`src/rtl/ictrl_ibuf_pkg.sv`:
```
// Shared definitions for the multi-reader ibuffer arbiter.
//   state_e   : phase encoding that appears on the top-level 'phase' output
//   tag_width : width of an index/tag for n items, never less than 1 bit
package ictrl_ibuf_pkg;

  typedef enum logic [1:0] {
    IDLE   = 2'd0,
    DMA_WR = 2'd1,
    NOC_RD = 2'd2,
    DRAIN  = 2'd3
  } state_e;

  function automatic int tag_width(input int n);
    return (n > 1) ? $clog2(n) : 1;
  endfunction

endpackage

```
`src/rtl/ictrl_rr_arbiter.sv`:
```
// Round-robin arbiter with an internal priority pointer.
// Ports:
//   clk, rst_n : clock, async active-low reset (pointer returns to 0)
//   req  [N]   : request vector
//   en         : grant enable; with en=0 no grant is produced
//   adv        : the current grant was accepted; pointer moves past it
//   gnt  [N]   : one-hot grant (combinational from req/pointer)
//   idx        : index of the granted requester
module ictrl_rr_arbiter
  import ictrl_ibuf_pkg::*;
#(
  parameter int N = 4,
  localparam int IW = tag_width(N)
) (
  input  logic          clk,
  input  logic          rst_n,
  input  logic [N-1:0]  req,
  input  logic          en,
  input  logic          adv,
  output logic [N-1:0]  gnt,
  output logic [IW-1:0] idx
);

  logic [IW-1:0] ptr;
  logic [IW-1:0] k;
  logic          found;

  // Scan requesters starting at the pointer; the first one found wins.
  always_comb begin
    gnt   = '0;
    idx   = '0;
    found = 1'b0;
    k     = '0;
    for (int i = 0; i < N; i++) begin
      k = IW'((int'(ptr) + i) % N);
      if (en && !found && req[k]) begin
        found  = 1'b1;
        gnt[k] = 1'b1;
        idx    = k;
      end
    end
  end

  always_ff @(posedge clk or negedge rst_n) begin
    if (!rst_n) begin
      ptr <= '0;
    end else if (adv) begin
      ptr <= (idx == IW'(N - 1)) ? '0 : idx + IW'(1);
    end
  end

endmodule

```
`src/rtl/ictrl_ibuffer_arbiter_mc.sv`:
```
// Phase-switches the ibuffer between one DMA write port and NUM_RD NoC read
// ports (round-robin among readers). Outstanding read tags are kept in an
// inline FIFO so in-order ibuffer responses are routed to the issuing reader.
// Optional feature macro: ICTRL_IBUF_ARB_PERF_EN adds perf_clr, perf_rd_cnt
// (accepted reads) and perf_stall_cnt (requesting-but-not-accepted cycles).
// Ports:
//   dma_read_start/dma_write_done : phase control pulses
//   dma_wr_*   : DMA write port, passed to the ibuffer in DMA_WR
//   noc_rd_*   : NUM_RD read channels, addresses packed ch0 in LSBs
//   ibuffer_*  : ibuffer request/response interface
//   phase      : current state, rsp_err : sticky orphan-response flag
//
// state  | meaning
// IDLE   | after reset, waits for the first DMA start
// DMA_WR | DMA owns the ibuffer, stray responses are discarded
// NOC_RD | readers arbitrated round-robin, responses routed by tag
// DRAIN  | no new grants, wait for outstanding responses, then DMA_WR
module ictrl_ibuffer_arbiter_mc
  import ictrl_ibuf_pkg::*;
#(
  parameter int DATA_WIDTH = 128,
  parameter int MEM_AW     = 15,
  parameter int STRB_WIDTH = DATA_WIDTH / 8,
  parameter int NUM_RD     = 4,
  parameter int OST_DEPTH  = 4,
  localparam int ID_W      = tag_width(NUM_RD)
) (
  input  logic                     clk,
  input  logic                     rst_n,
  input  logic                     dma_read_start,
  input  logic                     dma_write_done,
  input  logic                     dma_wr_cen,
  input  logic                     dma_wr_wen,
  output logic                     dma_wr_ready,
  input  logic [MEM_AW-1:0]        dma_wr_addr,
  input  logic [DATA_WIDTH-1:0]    dma_wr_wdata,
  input  logic [STRB_WIDTH-1:0]    dma_wr_strb,
  input  logic [NUM_RD-1:0]        noc_rd_cen,
  output logic [NUM_RD-1:0]        noc_rd_ready,
  input  logic [NUM_RD*MEM_AW-1:0] noc_rd_addr,
  output logic [DATA_WIDTH-1:0]    noc_rd_rdata,
  output logic [NUM_RD-1:0]        noc_rd_rvalid,
  input  logic [NUM_RD-1:0]        noc_rd_rready,
  output logic                     ibuffer_cen,
  output logic                     ibuffer_wen,
  input  logic                     ibuffer_ready,
  output logic [MEM_AW-1:0]        ibuffer_addr,
  output logic [DATA_WIDTH-1:0]    ibuffer_wdata,
  output logic [STRB_WIDTH-1:0]    ibuffer_strb,
  input  logic [DATA_WIDTH-1:0]    ibuffer_rdata,
  input  logic                     ibuffer_rvalid,
  output logic                     ibuffer_rready,
  output logic [1:0]               phase,
`ifdef ICTRL_IBUF_ARB_PERF_EN
  input  logic                     perf_clr,
  output logic [31:0]              perf_rd_cnt,
  output logic [31:0]              perf_stall_cnt,
`endif
  output logic                     rsp_err
);

  localparam int PW = tag_width(OST_DEPTH);

  state_e state, state_nxt;

  logic [ID_W-1:0] tag_q [OST_DEPTH];
  logic [PW-1:0]   wr_ptr, rd_ptr;
  logic [PW:0]     count;
  logic            full, empty, push, pop, rsp_phase;
  logic [ID_W-1:0] head;
  logic [NUM_RD-1:0] gnt;
  logic [ID_W-1:0]   gnt_idx;

  assign full      = (count == (PW + 1)'(OST_DEPTH));
  assign empty     = (count == '0);
  assign head      = tag_q[rd_ptr];
  assign rsp_phase = (state == NOC_RD) || (state == DRAIN);
  assign push      = (state == NOC_RD) && ibuffer_cen && ibuffer_ready;
  assign pop       = rsp_phase && !empty && ibuffer_rvalid && ibuffer_rready;
  assign phase     = state;
  assign noc_rd_rdata = ibuffer_rdata;

  // Grants are gated by !full alone, so a same-cycle pop never frees a slot.
  ictrl_rr_arbiter #(.N(NUM_RD)) u_rr (
    .clk   (clk),
    .rst_n (rst_n),
    .req   (noc_rd_cen),
    .en    ((state == NOC_RD) && !full),
    .adv   (push),
    .gnt   (gnt),
    .idx   (gnt_idx)
  );

  always_ff @(posedge clk or negedge rst_n) begin
    if (!rst_n) state <= IDLE;
    else        state <= state_nxt;
  end

  always_comb begin
    state_nxt      = state;
    dma_wr_ready   = 1'b0;
    noc_rd_ready   = '0;
    noc_rd_rvalid  = '0;
    ibuffer_cen    = 1'b0;
    ibuffer_wen    = 1'b0;
    ibuffer_addr   = dma_wr_addr;
    ibuffer_wdata  = dma_wr_wdata;
    ibuffer_strb   = dma_wr_strb;
    ibuffer_rready = 1'b0;
    case (state)
      IDLE: begin
        if (dma_read_start) state_nxt = DMA_WR;
      end
      DMA_WR: begin
        ibuffer_cen    = dma_wr_cen;
        ibuffer_wen    = dma_wr_wen;
        dma_wr_ready   = ibuffer_ready;
        ibuffer_rready = 1'b1;
        if (dma_write_done) state_nxt = NOC_RD;
      end
      NOC_RD: begin
        ibuffer_cen  = |gnt;
        ibuffer_addr = noc_rd_addr[gnt_idx*MEM_AW +: MEM_AW];
        noc_rd_ready = gnt & {NUM_RD{ibuffer_ready}};
        if (dma_read_start) state_nxt = DRAIN;
      end
      DRAIN: begin
        if (empty) state_nxt = DMA_WR;
      end
      default: state_nxt = IDLE;
    endcase
    // Orphan responses are always accepted so the ibuffer cannot stall.
    if (rsp_phase) begin
      if (empty) begin
        ibuffer_rready = 1'b1;
      end else begin
        noc_rd_rvalid[head] = ibuffer_rvalid;
        ibuffer_rready      = noc_rd_rready[head];
      end
    end
  end

  // Tag storage carries no reset: entries are only read while count > 0.
  always_ff @(posedge clk) begin
    if (push) tag_q[wr_ptr] <= gnt_idx;
  end

  always_ff @(posedge clk or negedge rst_n) begin
    if (!rst_n) begin
      wr_ptr  <= '0;
      rd_ptr  <= '0;
      count   <= '0;
      rsp_err <= 1'b0;
    end else begin
      if (push) wr_ptr <= (wr_ptr == PW'(OST_DEPTH - 1)) ? '0 : wr_ptr + PW'(1);
      if (pop)  rd_ptr <= (rd_ptr == PW'(OST_DEPTH - 1)) ? '0 : rd_ptr + PW'(1);
      case ({push, pop})
        2'b10:   count <= count + (PW + 1)'(1);
        2'b01:   count <= count - (PW + 1)'(1);
        default: count <= count;
      endcase
      if (rsp_phase && ibuffer_rvalid && empty) rsp_err <= 1'b1;
    end
  end

`ifdef ICTRL_IBUF_ARB_PERF_EN
  logic stall;
  assign stall = (state == NOC_RD) && (|noc_rd_cen) && !push;

  always_ff @(posedge clk or negedge rst_n) begin
    if (!rst_n) begin
      perf_rd_cnt    <= '0;
      perf_stall_cnt <= '0;
    end else if (perf_clr) begin
      perf_rd_cnt    <= '0;
      perf_stall_cnt <= '0;
    end else begin
      if (push && (perf_rd_cnt != '1))     perf_rd_cnt    <= perf_rd_cnt + 32'd1;
      if (stall && (perf_stall_cnt != '1)) perf_stall_cnt <= perf_stall_cnt + 32'd1;
    end
  end
`endif

endmodule

```
`config.mk`:
```
export PLATFORM = sky130hd
export DESIGN_NAME = ictrl_ibuffer_arbiter_mc
export DESIGN_NICKNAME = d
export VERILOG_FILES = /design/src/rtl/ictrl_ibuf_pkg.sv /design/src/rtl/ictrl_rr_arbiter.sv /design/src/rtl/ictrl_ibuffer_arbiter_mc.sv
export SDC_FILE = /design/constraint.sdc
export NUM_CORES = 1
export LEC_CHECK = 0
export CORE_AREA = 4 4 258 260
export DETAILED_ROUTE_END_ITERATION = 7
export DIE_AREA = 0 0 262 264
export PLACE_DENSITY_LB_ADDON = 0.05
export SLEW_MARGIN = 20
export SYNTH_ARGS = -nofsm -noshare
export SYNTH_HDL_FRONTEND = slang
export SYNTH_SLANG_ARGS = --single-unit
```
`constraint.sdc`:
```
create_clock -name clk -period 4.5 [get_ports clk]
set_clock_uncertainty 0.2 [all_clocks]
set_input_delay 0.45 -clock clk [delete_from_list [all_inputs] [get_ports clk]]
set_output_delay 0.45 -clock clk [all_outputs]
set_load 0.005 [all_outputs]
```
==> results.sh, run 1 <==
export IMPL_cts_sink_count=20
export IMPL_multi_input_area_mm2=0.00154
export IMPL_wl_met1_um=6020
export IMPL_synthMuxAreaShare=0.130
export IMPL_synth_top_area_share=0.484
export IMPL_maxUsedRoutingLayer="met4"
export IMPL_ys_types=51
export IMPL_finalNetCount=734
export IMPL_final_area_mm2=0.00469
export IMPL_htreeDepth=1
export IMPL_synth_common_cells="buf_4, a21oi_1, ha_1, mux2_2, mux2i_1"
export IMPL_synth_simple_area_share=0.0768
export IMPL_start_util=0.0663
export IMPL_routedWlPerCell_um=14.4
export IMPL_synthesis_nets=878
export IMPL_drt_wl_total_um=17300
export IMPL_ys_warnings_count=0
export IMPL_synthFlopType="dfrtp_1"
export IMPL_cts_made_buffers=3
export IMPL_slew_headroom=0.540
export IMPL_yosys_area_share_xor_xnor=0.00824
export IMPL_p_per_area_mw_per_mm2=404
export IMPL_fmax_mhz=236
export IMPL_synthAdderAreaFrac=0.0577
export IMPL_post_route_min_period_ns=4.23
export IMPL_hold_path_class="flop to flop"
export IMPL_hold_path_depth=1
export IMPL_core_mm2=0.0641
export IMPL_num_rows=93
export IMPL_crit_path_max_fanout=15
export IMPL_slew_violations=0
export IMPL_post_route_cells_drive_above_1_share=0.174
export IMPL_dp_cells=1197
export IMPL_maxCapViolCount=0
export IMPL_worstRegToRegCells=17
export IMPL_antenna_cells=0
export IMPL_vdd_ir_drop_max_mv=0.146
export IMPL_antenna_found_initial=0
export IMPL_fillers=7425
export IMPL_start_kind="flop"
export IMPL_grt_usage=0.0459
export IMPL_grt_pass1_vias=2837
export IMPL_rsz0062_at_grt="false"
export IMPL_pre_cts_ws_ns=0.111
export IMPL_tightestPinTransition_ns=0.688
export IMPL_synth_top_family_by_area="buffers and inverters"
export IMPL_cp_end_kind="output port"
export IMPL_gp_congestion=0.616
export IMPL_required_ns=3.85
export IMPL_setup_ws_ns=0.266
export IMPL_synthCells=496
export IMPL_drc_errors=0
export IMPL_clkTransAtPathRegs_ns=0.06
export IMPL_leakage_nw=1.43
export IMPL_overflow=0
export IMPL_syn_avg_cell_area_um2=8.57
export IMPL_ant_nets=0
export IMPL_hold_buffers=0
export IMPL_setup_violations_final=0
export IMPL_crit_type="flop to output port"
export IMPL_synthArstFlopShare=0.600
export IMPL_root_buffer="clkbuf_16"
export IMPL_fin_tns_setup_ns=0
export IMPL_wl_met2_um=9180
export IMPL_wl_met3_um=1940
export IMPL_clock_path_buffers=2
export IMPL_first_iter_violations=69
export IMPL_final_cells=1206
export IMPL_dp_hpwl_um=14500
export IMPL_vias=2511
export IMPL_power_mw=1.90
export IMPL_outcome="finished clean"
export IMPL_seq_area_um2=541
export IMPL_whs_ns=0.286
export IMPL_die_w_um=262
export IMPL_cts_tree="built"
export IMPL_grt_pass1_wl_um=22800
export IMPL_period_share=0.941
export IMPL_synth_compound_area_share=0.0842
export IMPL_post_route_util=0.0732
export IMPL_pin_count=665
export IMPL_grt_max_degree=31
export IMPL_synth_seq_area_share=0.127
export IMPL_netlist_area_mm2=0.00425
export IMPL_netlist_top_cells_area="buf_4, dfrtp_1, edfxtp_1"
export IMPL_arrival_ns=3.58
export IMPL_placed_area_mm2=0.00449
export IMPL_synth_most_common_cell="buf_4"
export IMPL_port_buffers=120
export IMPL_drt_pass1_iterations=4
export IMPL_synth_edf_count=8
export IMPL_vias_per_cell=2.08
export IMPL_clock_latency_ns=0.26
export IMPL_die_y_um=264
export IMPL_finalHoldViolCount=0
export IMPL_synth_ff_latch_count=20
export IMPL_dieArea_mm2=0.0692
export IMPL_yosys_area_top_type="buf_4"
export IMPL_areaGrowthSynthToFinish_pct=10.4
## area by class of cell
type | count | area share
multi-input combinational | 177 | 0.328
timing repair buffer | 137 | 0.296
tap | 855 | 0.228
sequential | 20 | 0.115
clock buffer | 3 | 0.0160
inverter | 13 | 0.0104
clock inverter | 1 | 0.00640
## final timing paths
path                                   end  slack, ns        start
max in group asynchronous         count[0]       3.25        rst_n
max                        ibuffer_addr[0]       0.27  u_rr.ptr[1]
max reg2reg                       count[2]       0.35  u_rr.ptr[1]
min                                rsp_err       0.29      rsp_err
min reg2reg                        rsp_err       0.29      rsp_err
min in group asynchronous        rd_ptr[0]       0.41        rst_n
## where the power goes
group / switching (mW) / leakage, nW / internal (mW) / total [mW]
combinational: 0.655 / 1.17 / 0.687 / 1.34
sequential: 0.0592 / 0.217 / 0.242 / 0.301
clock: 0.0766 / 0.0511 / 0.177 / 0.253
## layer usage
| layer | track usage | vias to the layer above |
|---|---|---|
| met4 | 0.00847 | 0 |
| met2 | 0.0853 | 206 |
| met5 | 0 | - |
| met1 | 0.0453 | 1180 |
| met3 | 0.0250 | 38 |
| li1 | - | 1087 |
## cell families (layout without fill, tap and decap cells)
family                     after synthesis  after routing
adders and majority gates               19             19
buffers and inverters                  299            154
and+or+nand+nor                         55             55
xor gates and xnor gates                 4              4
DFF                                     20             20
muxes                                   43             43
AOI/OAI and AO/OA                       56             56
## layout by cell type (no fill, tap or decap), drive strengths merged, types with 8 or more instances in the layout
cell type and instances:
clkdlybuf4s50 120, edfxtp 8, a21oi 21, and2 11, nor2 11, mux2i 17
buf 15, nand2 13, dfrtp 12, o22ai 17, ha 18, inv 13
mux2 19
## worst max-delay path, stage by stage, from the launching register on
cell	delay (ns)
dfrtp_1	0.35
inv_1	0.12
ha_4	0.32
mux4_2	0.58
nor3b_4	0.25
nand2_1	0.14
o22ai_4	0.21
buf_12	0.15
clkbuf_16	0.21
mux2_2	0.35
o22ai_1	0.11
a21oi_1	0.06
clkdlybuf4s50_1	0.49
## flip-flops by register name, indices dropped and copies added (netlist names), named ones only
register and cells:
wr_ptr 2, rsp_err 1, tag_q 8, count 3, u_rr.ptr 1, rd_ptr 2
phase 2
## timing repair
item / CTS / global route
buffers inserted: 0 / 3
endpoints found under the setup margin: 0 / 16
resized for setup: 0 / 2
No activity file was read; power rests on OpenSTA's default activity.
==> inputs of run 2 (changes only) <==
- PLACE_DENSITY_LB_ADDON: 0.05 -> 0.2
==> results.sh, run 2 (synthesized netlist as in run 1, its figures left out) <==
export IMPL_outcome="finished clean"
export IMPL_arrival_ns=3.64
export IMPL_finalHoldViolCount=0
export IMPL_drt_wl_total_um=15200
export IMPL_cp_startpoint="u_rr.ptr[1]"
export IMPL_period_share=0.954
export IMPL_finalNetCount=739
export IMPL_vdd_ir_drop_max_mv=0.115
export IMPL_die_y_um=264
export IMPL_layout_commonest_cell="clkdlybuf4s50_1"
export IMPL_vias_per_cell=2.18
export IMPL_grt_max_degree=29
export IMPL_required_ns=3.85
export IMPL_core_mm2=0.0641
export IMPL_areaGrowthSynthToFinish_pct=9.48
export IMPL_vias=2644
export IMPL_reg_top3="tag_q (8), count (3)"
export IMPL_setup_violations_final=0
export IMPL_clkTransAtPathRegs_ns=0.06
export IMPL_cts_sink_count=20
export IMPL_critical_path_top_delay_family="multiplexers"
export IMPL_top_register="tag_q"
export IMPL_start_kind="flop"
export IMPL_drt_pass1_iterations=4
export IMPL_clock_path_buffers=2
export IMPL_dp_hpwl_um=12800
export IMPL_fmax_mhz=233
export IMPL_hp_start="rsp_err"
export IMPL_slowest_stage="mux4_2"
export IMPL_pin_count=665
export IMPL_cp_cell_sequence="inv_1, ha_1, mux4_2, buf_4, mux2i_1, a2bb2oi_1, o22ai_4, buf_12, mux2_2, o22ai_1, a21oi_1, clkdlybuf4s50_1"
export IMPL_dp_cells=1207
export IMPL_fin_tns_setup_ns=0
export IMPL_path_buf_inv=4
export IMPL_maxCapViolCount=0
export IMPL_start_util=0.0663
export IMPL_setup_ws_ns=0.205
export IMPL_pre_cts_ws_ns=0.119
export IMPL_cts_tree="built"
export IMPL_overflow=0
export IMPL_final_cell_mix="clkdlybuf4s50_1, buf_4, a21oi_1"
export IMPL_die_w_um=262
export IMPL_antenna_found_initial=0
export IMPL_crit_type="flop to output port"
export IMPL_cts_made_buffers=3
export IMPL_post_route_min_period_ns=4.29
export IMPL_rsz0062_at_grt="false"
export IMPL_num_rows=93
export IMPL_drc_errors=0
export IMPL_largest_reg_flops=8
export IMPL_slew_violations=0
export IMPL_root_buffer="clkbuf_16"
export IMPL_routedWlPerCell_um=12.6
export IMPL_leakage_nw=1.43
export IMPL_hold_path_class="flop to flop"
export IMPL_max_stage_delay_ns=0.56
export IMPL_grt_pass1_wl_um=20200
export IMPL_cp_end_kind="output port"
export IMPL_grt_usage=0.0406
export IMPL_power_mw=1.77
export IMPL_post_route_cells_drive_above_1_share=0.191
export IMPL_grt_pass1_vias=2914
export IMPL_htreeDepth=1
export IMPL_first_iter_violations=73
export IMPL_antenna_cells=0
export IMPL_slew_headroom=0.544
export IMPL_hold_buffers=0
export IMPL_rr_startpoint="u_rr.ptr[1]"
export IMPL_final_cells=1211
export IMPL_ant_nets=0
export IMPL_dieArea_mm2=0.0692
export IMPL_port_buffers=120
export IMPL_tightestPinTransition_ns=0.681
export IMPL_p_per_area_mw_per_mm2=380
export IMPL_fillers=7485
export IMPL_crit_path_max_fanout=28
export IMPL_gp_congestion=0.640
export IMPL_clock_latency_ns=0.25
run 2: final cells by class:
class                           count  area [um2]  area share
Inverter                           13        48.8      0.0105
Multi-Input combinational cell    177        1540       0.330
Tap cell                          855        1070       0.230
Timing Repair Buffer              142        1380       0.296
Clock buffer                        3        75.1      0.0161
Clock inverter                      1        3.75    0.000807
Sequential cell                    20         541       0.116
run 2: timing repair:
item / CTS / global route
resized for setup: 1 / 2
buffers inserted: 0 / 0
endpoints found under the setup margin: 7 / 5
run 2: path summary, 6_finish.rpt:
check	endpoint	slack (ns)	depth (start not counted)
min	rsp_err	0.30	1
min reg2reg	rsp_err	0.30	1
max	ibuffer_addr[13]	0.21	12
max in group asynchronous	rsp_err	3.26	1
max reg2reg	count[2]	0.65	16
min in group asynchronous	phase[0]	0.41	1
run 2: through the flow:
step / utilization / hold WS (ns) / instance area, um2
floorplan: - / -0.0456 / 4250
global placement: 0.0712 / 0.282 / 4570
detailed placement: 0.0712 / 0.286 / 4570
CTS: 0.0725 / 0.299 / 4650
global route: 0.0726 / 0.310 / 4650
finish: 0.0726 / 0.300 / 4650
run 2: power breakdown:
part	switching (mW)	internal [mW]
registers	0.0547	0.242
logic	0.621	0.663
clock network	0.0695	0.118
run 2: per-layer routing:
metal	part of all wire	vias to the layer above	GRT usage
met4	0.064	2	0.0303
li1	-	1092	-
met2	0.47	290	0.0667
met1	0.33	1166	0.0373
met3	0.14	94	0.0225
met5	0.0022	-	0.00570
